--- src/rtl/approx_mul_pkg.sv ---
// Shared definitions for the pipelined approximate multiplier.
// Optional error statistics are enabled with `APPROX_MUL_ERR_STAT_EN.
package approx_mul_pkg;

    localparam logic MODE_EXACT  = 1'b1;
    localparam logic MODE_APPROX = 1'b0;

    // Widest tag the stage payload can carry; the top uses the low TAG_W bits.
    localparam int TAG_W_MAX  = 16;
    // Widest partial product the mask helper can describe.
    localparam int MASK_W_MAX = 64;

    typedef struct packed {
        logic                 mode;
        logic [TAG_W_MAX-1:0] tag;
    } stage_pay_t;

    // Mask that keeps bits [width-1:approx_bits] and clears the low approx_bits bits.
    function automatic logic [MASK_W_MAX-1:0] pp_mask(input int width, input int approx_bits);
        logic [MASK_W_MAX-1:0] m;
        m = '0;
        for (int i = 0; i < MASK_W_MAX; i++) begin
            if (i < width && i >= approx_bits) m[i] = 1'b1;
        end
        return m;
    endfunction

endpackage

--- src/rtl/approx_mul_pipe_pp.sv ---
// Half-width unsigned multiplier whose product is truncated in approximate mode.
// Part of approx_mul_pipe (optional `APPROX_MUL_ERR_STAT_EN does not affect this block).
module approx_pp_mul
    import approx_mul_pkg::*;
#(
    parameter int H           = 4,
    parameter int APPROX_BITS = 2
) (
    input  logic [H-1:0]   a,
    input  logic [H-1:0]   b,
    input  logic           mode,
    output logic [2*H-1:0] p
);

    localparam logic [MASK_W_MAX-1:0] MASK_FULL = pp_mask(2 * H, APPROX_BITS);
    localparam logic [2*H-1:0]        MASK      = MASK_FULL[2*H-1:0];

    logic [2*H-1:0] raw;

    assign raw = (2*H)'(a) * (2*H)'(b);
    assign p   = (mode == MODE_EXACT) ? raw : (raw & MASK);

endmodule

--- src/rtl/approx_mul_pipe.sv ---
// Three-stage pipelined approximate multiplier with valid/ready on both sides.
// Operands are split into halves; four masked partial products are summed.
// Define `APPROX_MUL_ERR_STAT_EN to add the exact shadow path and err_cnt/clr_stat.
module approx_mul_pipe
    import approx_mul_pkg::*;
#(
    parameter int WIDTH       = 8,
    parameter int APPROX_BITS = 2,
    parameter int TAG_W       = 4,
    parameter int CNT_W       = 16
) (
    input  logic               clk,
    input  logic               rst_n,
    input  logic               in_valid,
    output logic               in_ready,
    input  logic [WIDTH-1:0]   in_a,
    input  logic [WIDTH-1:0]   in_b,
    input  logic               in_mode,
    input  logic [TAG_W-1:0]   in_tag,
    output logic               out_valid,
    input  logic               out_ready,
    output logic [2*WIDTH-1:0] out_prod,
    output logic               out_mode,
    output logic [TAG_W-1:0]   out_tag
`ifdef APPROX_MUL_ERR_STAT_EN
    ,
    input  logic               clr_stat,
    output logic [CNT_W-1:0]   err_cnt
`endif
);

    localparam int H  = WIDTH / 2;
    localparam int PW = 2 * WIDTH;

    // Each stage loads when it is empty or its occupant leaves this cycle,
    // so the ready chain is combinational from out_ready back to in_ready.
    logic load_p0, load_p1, load_p2;
    logic vld_p0, vld_p1, vld_p2;

    assign load_p2  = !vld_p2 || out_ready;
    assign load_p1  = !vld_p1 || load_p2;
    assign load_p0  = !vld_p0 || load_p1;
    assign in_ready = load_p0;

    // ---- Stage 1: operand registers ----
    logic [WIDTH-1:0] a_p0, b_p0;
    stage_pay_t       pay_p0;

    // Stage 1 occupancy
    always_ff @(posedge clk) begin
        if (!rst_n)       vld_p0 <= 1'b0;
        else if (load_p0) vld_p0 <= in_valid;
    end

    // Stage 1 payload captures only real transactions
    always_ff @(posedge clk) begin
        if (load_p0 && in_valid) begin
            a_p0   <= in_a;
            b_p0   <= in_b;
            pay_p0 <= '{mode: in_mode, tag: TAG_W_MAX'(in_tag)};
        end
    end

    // ---- Stage 2: masked partial products ----
    logic [2*H-1:0] hh_c, hl_c, lh_c, ll_c;
    logic [2*H-1:0] hh_p1, hl_p1, lh_p1, ll_p1;
    stage_pay_t     pay_p1;

    approx_pp_mul #(.H(H), .APPROX_BITS(APPROX_BITS)) u_pp_hh (
        .a(a_p0[WIDTH-1:H]), .b(b_p0[WIDTH-1:H]), .mode(pay_p0.mode), .p(hh_c));
    approx_pp_mul #(.H(H), .APPROX_BITS(APPROX_BITS)) u_pp_hl (
        .a(a_p0[WIDTH-1:H]), .b(b_p0[H-1:0]),     .mode(pay_p0.mode), .p(hl_c));
    approx_pp_mul #(.H(H), .APPROX_BITS(APPROX_BITS)) u_pp_lh (
        .a(a_p0[H-1:0]),     .b(b_p0[WIDTH-1:H]), .mode(pay_p0.mode), .p(lh_c));
    approx_pp_mul #(.H(H), .APPROX_BITS(APPROX_BITS)) u_pp_ll (
        .a(a_p0[H-1:0]),     .b(b_p0[H-1:0]),     .mode(pay_p0.mode), .p(ll_c));

    // Stage 2 occupancy
    always_ff @(posedge clk) begin
        if (!rst_n)       vld_p1 <= 1'b0;
        else if (load_p1) vld_p1 <= vld_p0;
    end

    // Stage 2 payload: the four partial products plus sideband
    always_ff @(posedge clk) begin
        if (load_p1 && vld_p0) begin
            hh_p1  <= hh_c;
            hl_p1  <= hl_c;
            lh_p1  <= lh_c;
            ll_p1  <= ll_c;
            pay_p1 <= pay_p0;
        end
    end

    // ---- Stage 3: quadrant sum, output register ----
    logic [PW-1:0] sum_c;
    logic [PW-1:0] prod_p2;
    stage_pay_t    pay_p2;

    // Full-width sum; the operands are bounded so it never wraps.
    assign sum_c = {hh_p1, {WIDTH{1'b0}}}
                 + ((PW'(hl_p1) + PW'(lh_p1)) << H)
                 + PW'(ll_p1);

    // Output stage: visible state, cleared on reset and frozen while stalled
    always_ff @(posedge clk) begin
        if (!rst_n) begin
            vld_p2  <= 1'b0;
            prod_p2 <= '0;
            pay_p2  <= '0;
        end else if (load_p2) begin
            vld_p2 <= vld_p1;
            if (vld_p1) begin
                prod_p2 <= sum_c;
                pay_p2  <= pay_p1;
            end
        end
    end

    logic unused_tag_bits;

    assign unused_tag_bits = ^pay_p2.tag;
    assign out_valid       = vld_p2;
    assign out_prod        = prod_p2;
    assign out_mode        = pay_p2.mode;
    assign out_tag         = pay_p2.tag[TAG_W-1:0];

`ifdef APPROX_MUL_ERR_STAT_EN
    logic [PW-1:0] exact_p1, exact_p2;

    function automatic logic [CNT_W-1:0] sat_inc(input logic [CNT_W-1:0] c);
        return (&c) ? c : c + CNT_W'(1);
    endfunction

    // Exact shadow product alongside stage 2
    always_ff @(posedge clk) begin
        if (load_p1 && vld_p0) exact_p1 <= PW'(a_p0) * PW'(b_p0);
    end

    // Exact shadow product alongside stage 3
    always_ff @(posedge clk) begin
        if (load_p2 && vld_p1) exact_p2 <= exact_p1;
    end

    // Saturating mismatch counter; clear wins over a same-cycle increment
    always_ff @(posedge clk) begin
        if (!rst_n || clr_stat) begin
            err_cnt <= '0;
        end else if (vld_p2 && out_ready && pay_p2.mode == MODE_APPROX
                     && prod_p2 != exact_p2) begin
            err_cnt <= sat_inc(err_cnt);
        end
    end
`else
    localparam int unused_cnt_w = CNT_W;
`endif

endmodule

--- config.mk ---
export PLATFORM = sky130hd
export DESIGN_NAME = approx_mul_pipe
export DESIGN_NICKNAME = d
export VERILOG_FILES = /design/src/rtl/approx_mul_pkg.sv /design/src/rtl/approx_mul_pipe_pp.sv /design/src/rtl/approx_mul_pipe.sv
export SDC_FILE = /design/constraint.sdc
export NUM_CORES = 1
export LEC_CHECK = 0
export BUFFER_PORTS_ARGS = -buffer_cell sky130_fd_sc_hd__buf_2
export CORE_MARGIN = 3
export CORE_UTILIZATION = 41
export CTS_CLUSTER_SIZE = 10
export DETAILED_ROUTE_END_ITERATION = 12
export HOLD_SLACK_MARGIN = 0.05
export PLACE_DENSITY = 0.61
export SYNTH_ARGS = -nofsm -noshare
export SYNTH_HDL_FRONTEND = slang
export SYNTH_SLANG_ARGS = --single-unit
--- constraint.sdc ---
create_clock -name clk -period 6.78 [get_ports clk]
set_input_delay 0.678 -clock clk [delete_from_list [all_inputs] [get_ports clk]]
set_output_delay 0.678 -clock clk [all_outputs]
set_load 0.02 [all_outputs]
# Word level (Yosys, flattened, before mapping)
# Cells that the tools add are included.
[totals]
in_bits = 25
elab_cells = 36
reg_bits = 82
[classes]
mul = 4
add_sub_neg = 3
reduce_logical = 9
[ops]
columns = ["cell", "n"]
rows = [
  ["multiplier 4 x 4 -> 8 bit", 4],
  ["adder 16 x 13 -> 16 bit", 1],
  ["adder 16 x 8 -> 16 bit", 1],
  ["adder 8 x 8 -> 9 bit", 1],
  ["logical NOT 1 bit", 3],
  ["logical OR 1 bit", 3],
  ["logical AND 1 bit", 2],
  ["AND reduction 2 bit", 1],
]

# Depth between registers and ports, before layout
[depth]
ltp_word = 5
mapped_depth = 16

# Modules after synthesis
# A second synthesis with hierarchy kept.
[hier_totals]
cells_unflattened = 470
area_unflattened_um2 = 5245.0
[modules_own_cells]
columns = ["mod", "n_inst", "cells_each", "area_each_um2"]
rows = [
  ["approx_mul_pipe", 1, 262, 3430.8],
  ["approx_pp_mul at u_pp_lh ...", 2, 52, 454.2],
  ["approx_pp_mul at u_pp_hh ...", 2, 52, 452.9],
]

# Least setup slack after synthesis
# Ideal clock, no wire load.
[synth_timing]
kind = "in2reg"
start = "input out_ready"
end = "register hh_p1[0], enable pin"
setup_slack_ns = 2.785
path_stages = 2
required_time_ns = 6.292
arrival_time_ns = 3.507
cell_sequence = "nor2b_1 > a21boi_0"
[synth_via]
elab_chain_cells = 3
[synth_lines]
columns = ["element", "line_no", "text"]
rows = [
  ["start: declaration", "approx_mul_pipe.sv:21", "input logic out_ready,"],
  ["logical OR 1 bit", "approx_mul_pipe.sv:40", "assign load_p2 = !vld_p2 || out_ready;"],
  ["logical OR 1 bit", "approx_mul_pipe.sv:41", "assign load_p1 = !vld_p1 || load_p2;"],
  ["logical AND 1 bit", "approx_mul_pipe.sv:86", "if (load_p1 && vld_p0) begin"],
  ["end signal: assignment", "approx_mul_pipe.sv:87", "hh_p1 <= hh_c;"],
  ["end: declaration", "approx_mul_pipe.sv:66", "logic [2*H-1:0] hh_p1, hl_p1, lh_p1, ll_p1;"],
]
# Every way passes these cells.
# A chain may end at the register's enable or synchronous reset.

# Worst setup path in the final report
[layout_timing]
start = "register hl_p1[1]"
end = "register prod_p2[15] (netlist: out_prod[15])"
[layout_via]
elab_chain_cells = 3
[layout_lines]
columns = ["element", "line_no", "text"]
rows = [
  ["start: declaration", "approx_mul_pipe.sv:66", ""],
  ["start signal: assignment", "approx_mul_pipe.sv:88", "hl_p1 <= hl_c;"],
  ["adder 8 x 8 -> 9 bit", "approx_mul_pipe.sv:102", "+ ((PW'(hl_p1) + PW'(lh_p1)) << H)"],
  ["adder 16 x 13 -> 16 bit", "approx_mul_pipe.sv:102", ""],
  ["adder 16 x 8 -> 16 bit", "approx_mul_pipe.sv:103", "+ PW'(ll_p1);"],
  ["end signal: assignment", "approx_mul_pipe.sv:114", "prod_p2 <= sum_c;"],
  ["end: declaration", "approx_mul_pipe.sv:97", "logic [PW-1:0] prod_p2;"],
]
# Every way passes these cells.

==> flow_summary.yaml <==
worst_setup_path:
  end_kind: "register"
  crit_path_max_fanout: 4
  path_class: "register to register"
  reg2reg_slack_ns: 3.60
  cp_data_arrival_time_ns: 3.41
  cp-start-kind: "register"
  required_ns: 7.01
cts:
  cts_made_buffers: 9
  cts_num_sinks: 82
  clk_transition_reported_paths_ns: 0.06
  clockRootBuffer: "clkbuf_16"
  clk_latency_ns: 0.33
  ctsHoldBuffers: 0
  h-tree-depth: 3
  cts_tree: "yes"
  cts_buffer_depth: 2
  ctsResizeCount: 0
  postCtsSetupRepairBufs: 0
synthesis:
  synth_edf_count: 58
  synth_top_cell_area_share_pct: 34.6
  syn_nets: 571
  ys_async_sr_fraction_pct: 0
  synth-seq-cells: 82
  netlist_top_cells_count: "ha_1 (67), edfxtp_1 (58), nand2_1 (52)"
  synth_seq_area_share_pct: 44.2
  syn_area_mm2: 0.00503
  synth_warnings: 0
  synth_top_cell_by_area: "edfxtp_1"
  synthCells: 461
  synth_ff_type: "edfxtp_1"
  synth.most_common_cell: "ha_1"
  synth_area_leaders: "edfxtp_1 (35%), ha_1 (17%), dfxtp_1 (9.6%), fa_1 (7.2%), and2_1 (6.1%)"
  yosysUniqueCellTypes: 38
  avgSynthCellArea_um2: 10.9
flow_run:
  maxCapViolCount: 0
finish:
  n_antenna_cell: 0
  drive_above_1_share_pct: 13.1
  area_growth_syn_to_layout_pct: 14.2
  fin_nets: 624
global_routing:
  track_usage_pct: 14.5
  first_global_vias: 3278
  grt_antenna_before_repair: 0
  grt_pass1_wl_mm: 15.5
  globalRoute.totalOverflow: 0
  grt_max_degree: 38
routing:
  vias: 3268
  wirelength_mm: 8.92
  drt_first_pass_iters: 4
  drcViolationCount: 0
  ant_nets: 0
  vias_per_cell: 4.94
  first_iter_violations: 136
  wl_per_cell_um: 13.5
floorplan:
  dieWidth_um: 117
  core_area_mm2: 0.0117
  initial_core_util_pct: 42.9
  pin_count: 48
  dieArea_mm2: 0.0136
  die_h_um: 117
  rows: 39
timing:
  setup_viol: 0
  timing.hold.ws_ns: 0.421
  timing.fmax_mhz: 314
  maxSlewViolCount: 0
  rsz0062_at_grt: "false"
  skew_ns: 0.00450
  period_share_pct: 46.9
  tightest_slew_ns: 1.20
  max_slew_margin_pct: 19.8
  fin_crit_ns: 3.18
  tns_ns: 0
  hold_violations: 0
place:
  place_hpwl_mm: 6.98
  io_buffers: 47
  place_congestion: 0.796
pwr:
  ir_drop_mv: 0.127
  powerDensity_mw_per_mm2: 281
  p_leak_uw: 0.00260
run_status:
  status: "finished, final reports clean"
hold_path:
  hold_path_class: "register to register"
registers in the layout, indices dropped and copies added, names as in the netlist:
| register | cells |
|---|---|
| a_p0 | 8 |
| b_p0 | 8 |
| pay_p1 | 5 |
| pay_p0 | 5 |
| vld_p0 | 1 |
| out_prod | 16 |
| vld_p1 | 1 |
| hh_p1 | 8 |
| lh_p1 | 8 |
| ll_p1 | 8 |
| out_mode | 1 |
| out_valid | 1 |
| hl_p1 | 8 |
| out_tag | 4 |
final timing paths:
| path | start | end | depth (start not counted) |
|---|---|---|---|
| worst max-delay path | hl_p1[1] | out_prod[15] | 11 |
| worst min-delay path | pay_p0[2] | pay_p1[2] | 0 |
| worst max register to register | hl_p1[1] | out_prod[15] | 11 |
| worst min register to register | pay_p0[2] | pay_p1[2] | 0 |
worst max-delay path, cell delays in order (launching register included):
cell,delay [ns]
edfxtp_1,0.39
ha_1,0.31
a21o_1,0.18
a21oi_1,0.22
o21ai_0,0.17
o41ai_1,0.37
xnor2_1,0.14
ha_1,0.37
nand2_1,0.08
o31a_1,0.31
or3_1,0.31
a311oi_1,0.26
per-layer routing:
layer / global-route usage [%] / vias to the layer above / share of wire [%]
li1: - / 1697 / -
met1: 19.0 / 1505 / 48
met2: 24.0 / 59 / 47
met3: 4.09 / 7 / 4.4
met4: 3.52 / 0 / 0.90
met5: 0 / - / 0
report_power, final:
part / leakage, µW / switching (µW) / total [µW] / internal, µW
registers: 0.000741 / 32.7 / 632 / 599
clock network: 0.000150 / 184 / 474 / 290
logic: 0.00171 / 278 / 506 / 228
logic make-up (layout without fill, tap and decap cells):
logic type	after synthesis	count (layout)	share of synthesized area (%)
fa+ha+maj	85	85	23.8
flops	82	82	44.2
compound gates	80	80	9.88
simple gates	140	140	13.8
xor+xnor	27	27	4.70
buf+inv	47	104	3.56
cell type report:
type                    count  area (µm²)
fillers                  1082        5970
multi-input cells         332        2640
flip-flops and latches     82        2220
clock buffers              12         279
repair buffers             49         250
well taps                 143         179
inverters                  40         150
clock inverters             3        17.5
metrics by stage:
step                      std cells  instance area (µm²)  setup WS [ns]  total power, µW  utilization, %
final                           661                 5740           3.60             1610            49.0
after global routing            661                 5740           3.30             1730            49.0
after CTS                       661                 5740           3.60             1630            49.0
after detailed placement        646                 5450           3.62             1150            46.5
after global placement          646                 5450           3.68             1140            46.5
after floorplan                 461                 5030           2.79             1030               -
cell usage in the layout (no fill, tap or decap), types with 2 or more instances in the layout:
master / synthesis / layout
a211oi_1: 3 / 3
clkbuf_16: 0 / 11
a21o_1: 11 / 11
inv_4: 0 / 2
nor2_1: 17 / 17
nand2_1: 52 / 52
dfxtp_1: 24 / 24
and2_1: 49 / 49
nor2b_1: 4 / 4
buf_2: 2 / 47
fa_1: 18 / 18
a311oi_1: 2 / 2
inv_1: 40 / 40
o21bai_1: 4 / 4
nand2b_1: 2 / 2
xnor2_1: 26 / 26
o31ai_1: 2 / 2
nand3_1: 7 / 7
o21ai_0: 10 / 10
ha_1: 67 / 67
and3_1: 4 / 4
buf_4: 0 / 2
o211ai_1: 2 / 2
edfxtp_1: 58 / 58
a21oi_1: 37 / 37
(Power assumes the default switching activity.)
